`src/rtl/led_fader.sv`:
```
// LED fader: per-channel PWM with a linear brightness decay ("comet tail").
// Optional GAMMA_EN squares brightness before the PWM compare.
module led_fader #(
  parameter int NLEDS        = 8,
  parameter int PWM_BITS     = 8,
  parameter int DECAY_PERIOD = 1000,
  parameter int DECAY_STEP   = 32
) (
  input  logic             i_clk,
  input  logic             i_reset_n,
  input  logic [NLEDS-1:0] i_led,
  output logic [NLEDS-1:0] o_led,
  output logic             o_active
);

  localparam int DW =
    (DECAY_PERIOD > 1) ? $clog2(DECAY_PERIOD) : 1;
  localparam logic [PWM_BITS-1:0] MAX  = '1;
  localparam logic [PWM_BITS-1:0] STEP =
    PWM_BITS'(DECAY_STEP);
  localparam logic [DW-1:0] DLAST = DW'(DECAY_PERIOD - 1);

  logic [NLEDS-1:0][PWM_BITS-1:0] r_bri;
  logic [NLEDS-1:0][PWM_BITS-1:0] w_level;
  logic [PWM_BITS-1:0]            r_pwm_cnt;
  logic [DW-1:0]                  r_decay_cnt;
  logic [NLEDS-1:0]               r_led;
  logic                           r_active;
  logic                           w_stb;

  assign w_stb = (r_decay_cnt == DLAST);

`ifdef GAMMA_EN
  logic [NLEDS-1:0][2*PWM_BITS-1:0] w_sq;

  // Keep the upper half of the square: level = b*b / 2**PWM_BITS.
  always_comb begin
    w_sq    = '0;
    w_level = '0;
    for (int k = 0; k < NLEDS; k++) begin
      w_sq[k] = {{PWM_BITS{1'b0}}, r_bri[k]} *
                {{PWM_BITS{1'b0}}, r_bri[k]};
      w_level[k] = w_sq[k][2*PWM_BITS-1:PWM_BITS];
    end
  end
`else
  assign w_level = r_bri;
`endif

  always_ff @(posedge i_clk) begin
    if (!i_reset_n) begin
      r_bri       <= '0;
      r_pwm_cnt   <= '0;
      r_decay_cnt <= '0;
      r_led       <= '0;
      r_active    <= 1'b0;
    end else begin
      r_pwm_cnt   <= r_pwm_cnt + 1'b1;
      r_decay_cnt <= w_stb ? '0 : r_decay_cnt + 1'b1;
      r_active    <= |r_bri;
      for (int k = 0; k < NLEDS; k++) begin
        r_led[k] <= (r_bri[k] == MAX) ||
                    (r_pwm_cnt < w_level[k]);
        // A set input beats a coincident decay strobe.
        if (i_led[k]) begin
          r_bri[k] <= MAX;
        end else if (w_stb) begin
          r_bri[k] <= (r_bri[k] < STEP) ? '0
                    : r_bri[k] - STEP;
        end
      end
    end
  end

  assign o_led    = r_led;
  assign o_active = r_active;

endmodule
```
`config.mk`:
```
export PLATFORM = sky130hd
export DESIGN_NAME = led_fader
export DESIGN_NICKNAME = d
export VERILOG_FILES = /design/src/rtl/led_fader.sv
export SDC_FILE = /design/constraint.sdc
export NUM_CORES = 1
export LEC_CHECK = 0
export ABC_AREA = 1
export CAP_MARGIN = 25
export CORE_ASPECT_RATIO = 1.2
export CORE_MARGIN = 2
export CORE_UTILIZATION = 40
export CTS_BUF_LIST = sky130_fd_sc_hd__clkbuf_8
export DETAILED_ROUTE_END_ITERATION = 7
export SYNTH_ARGS = -nofsm -noshare
export SYNTH_HDL_FRONTEND = slang
export SYNTH_SLANG_ARGS = --single-unit
```
`constraint.sdc`:
```
create_clock -name i_clk -period 1.6 [get_ports i_clk]
set_input_delay 0.24 -clock i_clk [delete_from_list [all_inputs] [get_ports i_clk]]
set_output_delay 0.24 -clock i_clk [all_outputs]
set_load 0.01 [all_outputs]
```
### Word-level counts from Yosys, hierarchy flattened

Index checks and enable logic that the tools add are counted.

| word-level totals | value |
|---|---|
| register bits | 91 |
| bits of input ports | 10 |
| output and inout bits | 9 |
| logic and storage cells | 90 |

| operators by class | value |
|---|---|
| $add $sub $neg | 10 |
| magnitude comparators | 16 |
| equal/unequal tests | 9 |
| multiplexer cells | 24 |
| bitwise logic cells | 1 |
| reductions and logical operators | 18 |

Operators by type and width:

| cell | number |
|---|---|
| 8-bit 2-to-1 mux | 24 |
| 8-bit == test (second input constant) | 8 |
| 8-bit by 6-bit < comparator with 1-bit output (second input constant) | 8 |
| 8-bit < comparator | 8 |
| 64-bit OR reduction | 1 |
| 8-bit by 6-bit subtractor with 8-bit output (second input constant) | 8 |
| 2-bit nonzero test | 8 |
| 10-bit by 1-bit adder with 10-bit output (second input constant) | 1 |
| 10-bit == test (second input constant) | 1 |
| 8-bit by 1-bit adder with 8-bit output (second input constant) | 1 |
| 1-bit logical OR | 8 |
| 2-bit OR reduction | 1 |
| 1-bit inverter | 1 |

### Depth between registers and ports, before layout

Gate-level depths: netlist of run 1.

| logic depth | value |
|---|---|
| word-level depth | 4 |
| mapped depth | 9 |
| gate-level depth less buffers | 9 |

### Worst setup path before layout of run 1

No wires, ideal clock.

| path | value |
|---|---|
| path kind | register -> register |
| from | register r_decay_cnt[0] |
| to | register r_bri[7] in the netlist's numbering |
| library setup time | 115 ps |
| arrival time | 1248 ps |
| data required time | 1485 ps |
| setup slack | 237 ps |
| stages on the path, launching flop included | 9 |
| path buffers | 1 |
| period minus slack after synthesis | 1363 ps |
| path through | dfxtp_1 -> ha_1 -> inv_1 -> nor2_2 -> nand3_4 -> buf_6 -> nand2_1 -> nor2_1 -> o21a_1 |

| on the way | value |
|---|---|
| word-level cells in the longest chain between the ends | 2 |

RTL lines:

| what | RTL line | source |
|---|---|---|
| from (decl) | 26 | `logic [DW-1:0] r_decay_cnt;` |
| from (signal assigned) | 59 | `r_decay_cnt <= w_stb ? '0 : r_decay_cnt + 1'b1;` |
| 10-bit == test | 31 | `assign w_stb = (r_decay_cnt == DLAST);` |
| 2-bit nonzero test (no source line) | n/a |  |
| to (signal, indexed assignment) | 68 | `r_bri[k] <= (r_bri[k] < STEP) ? '0` |
| to (decl) | 23 | `logic [NLEDS-1:0][PWM_BITS-1:0] r_bri;` |

No other way between the ends.
A chain may end at the register's enable or synchronous reset.

### Final worst setup path of run 1

| path | value |
|---|---|
| from | register r_led[0] (netlist: o_led[0]) |
| to | output o_led[0] |

RTL lines:

| what | RTL line | source |
|---|---|---|
| from (decl) | 27 | `logic [NLEDS-1:0] r_led;` |
| from (signal, indexed assignment) | 62 | `r_led[k] <= (r_bri[k] == MAX) \|\|` |
| to (decl) | 12 | `output logic [NLEDS-1:0] o_led,` |

No word-level cell between the ends.

==> impl_metrics.csv, run 1 <==
group,metric,value,unit
clock_tree,postCtsResizedCells,0,
worst_setup_path,r2r_cells,6,
die,rows,40,
timing,clock.fmax,0.688,GHz
timing,min_period_over_period,90.8,%
timing,whs,0.448,ns
worst_setup_path,critPathLaunch,"o_led[0]",
clock_tree,cts_tree,"done",
global_route,antenna_found_initial,0,
timing,finClkSkew,0.0122,ns
global_route,grt_usage,17.8,%
worst_setup_path,crit_required,1.36,ns
clock_tree,root_buffer,"clkbuf_8",
status,status,"complete, no violations",
power,powerDensity,819,nW/µm²
route,vias,3728,
logic_synthesis,synth_area,4040,µm²
power,switchingPower,1.13,mW
route,viasPerCell,4.93,
worst_setup_path,slowest_stage,"clkdlybuf4s50_1",
place,gp_congestion,0.782,
timing,period_needed,1.45,ns
worst_setup_path,end_kind,"output port",
logic_synthesis,synth_fp_nets,661,
die,core,9910,µm²
clock_tree,post_cts_buffers,0,
timing,finalHoldViolations,0,
global_route,grt_pass1_vias,3541,
worst_setup_path,path_class,"flop to output port",
logic_synthesis,ys_types,24,
power,seq_power_share,42.6,%
final_layout,area.growth.synth_to_final,16.6,%
clock_tree,cts_num_sinks,59,
logic_synthesis,synthFlopType,"dfxtp_1",
worst_setup_path,r2r_end,"r_bri[7]",
power,comb_power_share,19.5,%
logic_synthesis,async_flop_share,0,%
place,portBuffers,18,
final_layout,n_antenna_cell,0,
die,die_h,114,µm
die,ios,19,
worst_setup_path,path_delay_family,"buffers and inverters",
timing,fin_tns_setup,0,ns
worst_setup_path,cp_max_fo,1,
power,clock_power_share,37.9,%
final_layout,nNetsFinal,701,
place,dp_hpwl,6680,µm
timing,setup_viol,0,
clock_tree,postCtsHoldBufs,0,
worst_setup_path,reg2reg_setup_slack,0.18,ns
worst_setup_path,cp-start-kind,"flop",
final_layout,drive_gt1_share,7.30,%
clock_tree,h-tree-depth,3,
power,p_leak,2.41,nW
worst_setup_path,max_stage_delay,0.54,ns
worst_setup_path,crit_chain,"clkdlybuf4s50_1",
route,drt_iter0_markers,130,
logic_synthesis,yosys_warnings,0,
worst_setup_path,endpoint,"o_led[0]",
worst_setup_path,cp_data_arrival_time,1.21,ns
route,remaining_drc_errors,0,
route,wl_per_cell,11.6,µm
worst_setup_path,cp_num_cells,1,
worst_setup_path,critPathBufInv,1,
clock_tree,insertion_delay,0.35,ns
die,die_x,95.8,µm
timing,drv_slew,0,
logic_synthesis,synth-seq-cells,59,
clock_tree,cts_buffers,9,
die,start_util,40.8,%
global_route,globalRoute.totalOverflow,0,
route,drtAntennaViolNets,0,
logic_synthesis,synth_edf_count,0,
clock_tree,clk_pin_slew_worst_paths,0.06,ns
global_route,grt_max_degree,27,
power,internal_power,2.73,mW
job,cap_violations,0,
worst_setup_path,r2r_start,"r_bri[5]",
logic_synthesis,synth_area_per_cell,6.91,µm²
final_layout,fillers,996,
route,finalWirelength,8790,µm
logic_synthesis,seq_area_frac_synth,29.2,%
min_path,hold_path.class,"flop to flop",
timing,tightest_slew,0.390,ns
timing,slew_headroom,73.8,%
power,switching_share,29.3,%
global_route,grt_pass1_wl,15300,µm
logic_synthesis,synthCells,585,
clock_tree,clk_path_buf_depth,2,
die,die_area,10900,µm²
route,firstDrtPassIters,4,
timing,rsz0062_at_grt,"false",
power,worst_ir_drop_vdd,0.000424,V
==> power groups by stage <==
stage | registers [mW] | clock network (mW) | logic [mW]
after floorplan | 1.67 | 0 | 0.529
after global routing | 1.66 | 1.56 | 0.893
after detailed placement | 1.68 | 0 | 0.757
after global placement | 1.68 | 0 | 0.732
after CTS | 1.64 | 1.51 | 0.762
final | 1.65 | 1.46 | 0.752
==> logic make-up after synthesis <==
family,count (synthesis),share of synthesized area [%]
AOI/OAI and AO/OA,106,13.3
and+or+nand+nor,251,26.3
buffers and inverters,96,9.19
xor gates and xnor gates,7,1.52
adders and majority gates,66,20.4
DFF,59,29.2
==> area by class of cell <==
cell class,count,area [µm²],area share [%]
tap,126,158,3.34
sequential,59,1180,25.1
clock inverter,4,47.5,1.01
multi-input combinational,430,2490,52.8
inverter,87,327,6.93
timing repair buffer,38,347,7.35
clock buffer,12,165,3.50
==> layer usage <==
layer  GRT usage [%]  vias to the layer above  part of all wire [%]
li1                -                     1989                     -
met1            20.7                     1683                    46
met2            31.5                       37                    50
met3            2.17                       19                   1.9
met4            8.95                        0                   2.8
met5               0                        -                     0
==> registers in the layout, summed over array words and instances, names as in the netlist <==
| name | cells |
|---|---|
| o_active | 1 |
| r_bri | 32 |
| r_decay_cnt | 10 |
| r_pwm_cnt | 8 |
| o_led | 8 |
==> placed cells by master (no fill, tap or decap), drive strengths merged, types with 2 or more instances in the layout <==
| cell | instances |
|---|---|
| nor2 | 53 |
| a21oi | 66 |
| clkbuf | 12 |
| or2 | 4 |
| nand3 | 10 |
| o21ai | 37 |
| ha | 66 |
| nor3 | 18 |
| clkinv | 2 |
| buf | 20 |
| xnor2 | 7 |
| nand4 | 15 |
| dfxtp | 59 |
| inv | 87 |
| clkdlybuf4s50 | 18 |
| o21a | 3 |
| nand2 | 148 |
==> synth_stat cells (3+ instances only) <==
library cell / number / area, µm²
dfxtp_1: 59 / 1180
nand4_1: 15 / 93.8
o21a_1: 3 / 22.5
o21ai_1: 13 / 65.1
xnor2_1: 7 / 61.3
nand2_1: 145 / 544
nor3_1: 18 / 90.1
o21ai_0: 24 / 120
ha_1: 66 / 826
nand3_1: 9 / 45.0
clkbuf_1: 5 / 18.8
buf_2: 3 / 15.0
nor2_1: 51 / 191
nand2_2: 3 / 18.8
a21oi_1: 66 / 330
inv_1: 87 / 327
or2_2: 4 / 25.0
==> how the worst min path moves through the flow <==
stage                   start             end  slack, ns  cells past startpoint
5_1_grt        r_decay_cnt[0]  r_decay_cnt[0]       0.48                      1
2_1_floorplan        i_led[0]        r_bri[5]       0.39                      2
4_1_cts        r_decay_cnt[0]  r_decay_cnt[0]       0.46                      1
3_3_place_gp   r_decay_cnt[0]  r_decay_cnt[0]       0.43                      1
6_report       r_decay_cnt[0]  r_decay_cnt[0]       0.45                      1
3_5_place_dp   r_decay_cnt[0]  r_decay_cnt[0]       0.44                      1
==> metrics by stage <==
step	total power [mW]	instances	utilization, %	setup WS [ns]	instance area, µm²
global placement	2.41	740	45.4	0.167	4500
CTS	3.92	756	47.5	0.0939	4710
detailed placement	2.44	740	45.4	0.106	4500
global route	4.11	756	47.6	0.00898	4710
floorplan	2.20	585	-	0.237	4040
finish	3.86	756	47.6	0.147	4710
No activity file was read; power rests on OpenSTA's default activity.
==> run 2: changes to the inputs <==
--- a/config.mk
+++ b/config.mk
@@ -15,3 +15,4 @@
 export SYNTH_ARGS = -nofsm -noshare
 export SYNTH_HDL_FRONTEND = slang
 export SYNTH_SLANG_ARGS = --single-unit
+export TNS_END_PERCENT = 10
==> results of run 2 <==
No change in the layout: final DEF, timing and power equal those of run 1.
==> run 3: changes to the inputs <==
--- a/config.mk
+++ b/config.mk
@@ -11,7 +11,9 @@
 export CORE_MARGIN = 2
 export CORE_UTILIZATION = 40
 export CTS_BUF_LIST = sky130_fd_sc_hd__clkbuf_8
+export CTS_CLUSTER_SIZE = 14
 export DETAILED_ROUTE_END_ITERATION = 7
+export GPL_TIMING_DRIVEN = 0
 export SYNTH_ARGS = -nofsm -noshare
 export SYNTH_HDL_FRONTEND = slang
 export SYNTH_SLANG_ARGS = --single-unit
==> run 3 against run 2 <==
  * Global-route usage grew 1.6 points
  * Sequential cell count unchanged
  * Worst hold slack improved by 0.015 ns
  * Clock-buffer cell count stayed put
  * Non-clock buffer count fell by 9
  * Critical path depth rose by 7
  * Routed wire length up 11%
  * Total power fell by 5.0%
  * Sequential power about the same
  * Final cell count decreased by 1.3%
  * Maximum frequency fell by 3.8%
  * Highest routed layer unchanged
==> impl_metrics.csv, run 3 (synthesis gave the netlist of run 1 again) <==
group,metric,value,unit
worst_setup_path,crit_required,1.85,ns
status,status,"complete, no violations",
power,comb_power_share,19.8,%
timing,setup_viol,0,
power,power,3.67,mW
global_route,globalRoute.totalOverflow,0,
global_route,grt_usage,19.3,%
final_layout,final_cell_mix,"nand2_1 (145), inv_1 (88), a21oi_1 (66)",
timing,drv_slew,0,
clock_tree,cts_tree,"done",
route,vias,3752,
power,switching_share,30.6,%
route,finalWirelength,9740,µm
power,worst_ir_drop_vdd,0.000390,V
timing,finClkSkew,0.00616,ns
die,die_h,114,µm
global_route,grt_pass1_wl,16200,µm
power,clock_power_share,34.8,%
final_layout,layout_commonest_cell,"nand2_1",
clock_tree,insertion_delay,0.35,ns
global_route,grt_max_degree,12,
global_route,grt_pass1_vias,3529,
clock_tree,h-tree-depth,3,
global_route,antenna_found_initial,0,
clock_tree,root_buffer,"clkbuf_8",
die,rows,40,
timing,min_period_over_period,94.4,%
route,viasPerCell,5.03,
route,remaining_drc_errors,0,
worst_setup_path,path_class,"flop to flop",
worst_setup_path,cp-start-kind,"flop",
job,cap_violations,0,
die,die_area,10900,µm²
final_layout,nNetsFinal,692,
die,ios,19,
worst_setup_path,cp_data_arrival_time,1.76,ns
clock_tree,postCtsHoldBufs,0,
clock_tree,cts_buffers,9,
final_layout,seq_area,1190,µm²
min_path,hold_path.class,"flop to flop",
power,switchingPower,1.12,mW
final_layout,fillers,1036,
place,dp_cells,729,
clock_tree,clk_pin_slew_worst_paths,0.07,ns
final_layout,n_antenna_cell,0,
timing,clock.fmax,0.662,GHz
die,core,9910,µm²
timing,rsz0062_at_grt,"true",
power,powerDensity,795,nW/µm²
clock_tree,cts_num_sinks,59,
final_layout,largestRegisters,"r_bri (32), r_decay_cnt (10)",
power,p_leak,2.33,nW
route,wl_per_cell,13.1,µm
route,drt_iter0_markers,219,
place,portBuffers,18,
timing,slew_headroom,46.5,%
final_layout,largest_register_ffs,32,
final_layout,multiInputGateArea,2500,µm²
place,dp_hpwl,6950,µm
power,seq_power_share,45.4,%
worst_setup_path,end_kind,"flop",
route,drtAntennaViolNets,0,
timing,finalHoldViolations,0,
route,firstDrtPassIters,4,
timing,period_needed,1.51,ns
power,internal_power,2.54,mW
final_layout,drive_gt1_share,6.13,%
die,start_util,40.8,%
final_layout,instances_no_fill,746,
place,gp_congestion,0.784,
timing,tightest_slew,0.802,ns
die,die_x,95.8,µm
final_layout,area.growth.synth_to_final,14.1,%
final_layout,top_register,"r_bri",
clock_tree,clk_path_buf_depth,2,
worst_setup_path,cp_max_fo,10,
-- run 3: timing repair --
item,in CTS,in global routing
pin swaps,0,2
setup buffers,0,2
gates resized for setup,5,11
setup endpoints to repair,22,37
-- run 3: critical path: stages (launching register included) --
cell and delay (ns):
dfxtp_1 0.39, ha_4 0.17, inv_1 0.05, nor2_2 0.14, nand3_4 0.15, buf_6 0.20
nand2_1 0.09, nor2_1 0.04, o21a_1 0.18
-- run 3: routing by layer --
layer | wire [µm] | share of wire (%) | up-vias | global-route usage [%]
met5 | 0 | 0 | - | 0
met4 | 314 | 3.2 | 0 | 9.05
met3 | 342 | 3.5 | 22 | 4.15
met2 | 4770 | 49 | 46 | 33.0
met1 | 4310 | 44 | 1711 | 22.8
li1 | - | - | 1973 | -
-- run 3: final timing paths --
path / startpoint / endpoint / slack (ns) / depth (start not counted)
worst max-delay path: r_decay_cnt[0] / r_bri[7] / 0.09 / 8
worst min-delay path: r_pwm_cnt[0] / r_pwm_cnt[0] / 0.46 / 1
worst max register to register: r_decay_cnt[0] / r_bri[7] / 0.09 / 8
worst min register to register: r_pwm_cnt[0] / r_pwm_cnt[0] / 0.46 / 1
-- run 3: through the flow --
stage	TNS [ns]	hold slack [ns]	utilization (%)	area [µm²]	setup slack (ns)
5_1_grt	-0.0159	0.492	46.5	4610	-0.00449
6_report	0	0.463	46.5	4610	0.0903
3_5_place_dp	-1.79	0.446	44.2	4380	-0.195
3_3_place_gp	-1.28	0.431	44.2	4380	-0.168
2_1_floorplan	0	0.392	-	4040	0.237
4_1_cts	0	0.464	46.1	4570	0.0189
-- run 3: power by group through the flow --
stage / registers (mW) / logic, mW / clock network [mW]
2_1_floorplan: 1.67 / 0.529 / 0
3_3_place_gp: 1.69 / 0.694 / 0
3_5_place_dp: 1.69 / 0.726 / 0
4_1_cts: 1.66 / 0.732 / 1.33
5_1_grt: 1.68 / 0.861 / 1.39
6_report: 1.66 / 0.727 / 1.28
-- run 3: layout make-up --
cell class / count / share of cell area [%]
Multi-Input combinational cell: 430 / 54.3
Sequential cell: 59 / 25.8
Inverter: 87 / 7.08
Timing Repair Buffer: 20 / 4.23
Clock buffer: 12 / 3.58
Tap cell: 126 / 3.42
Buffer: 9 / 1.30
Clock inverter: 3 / 0.299
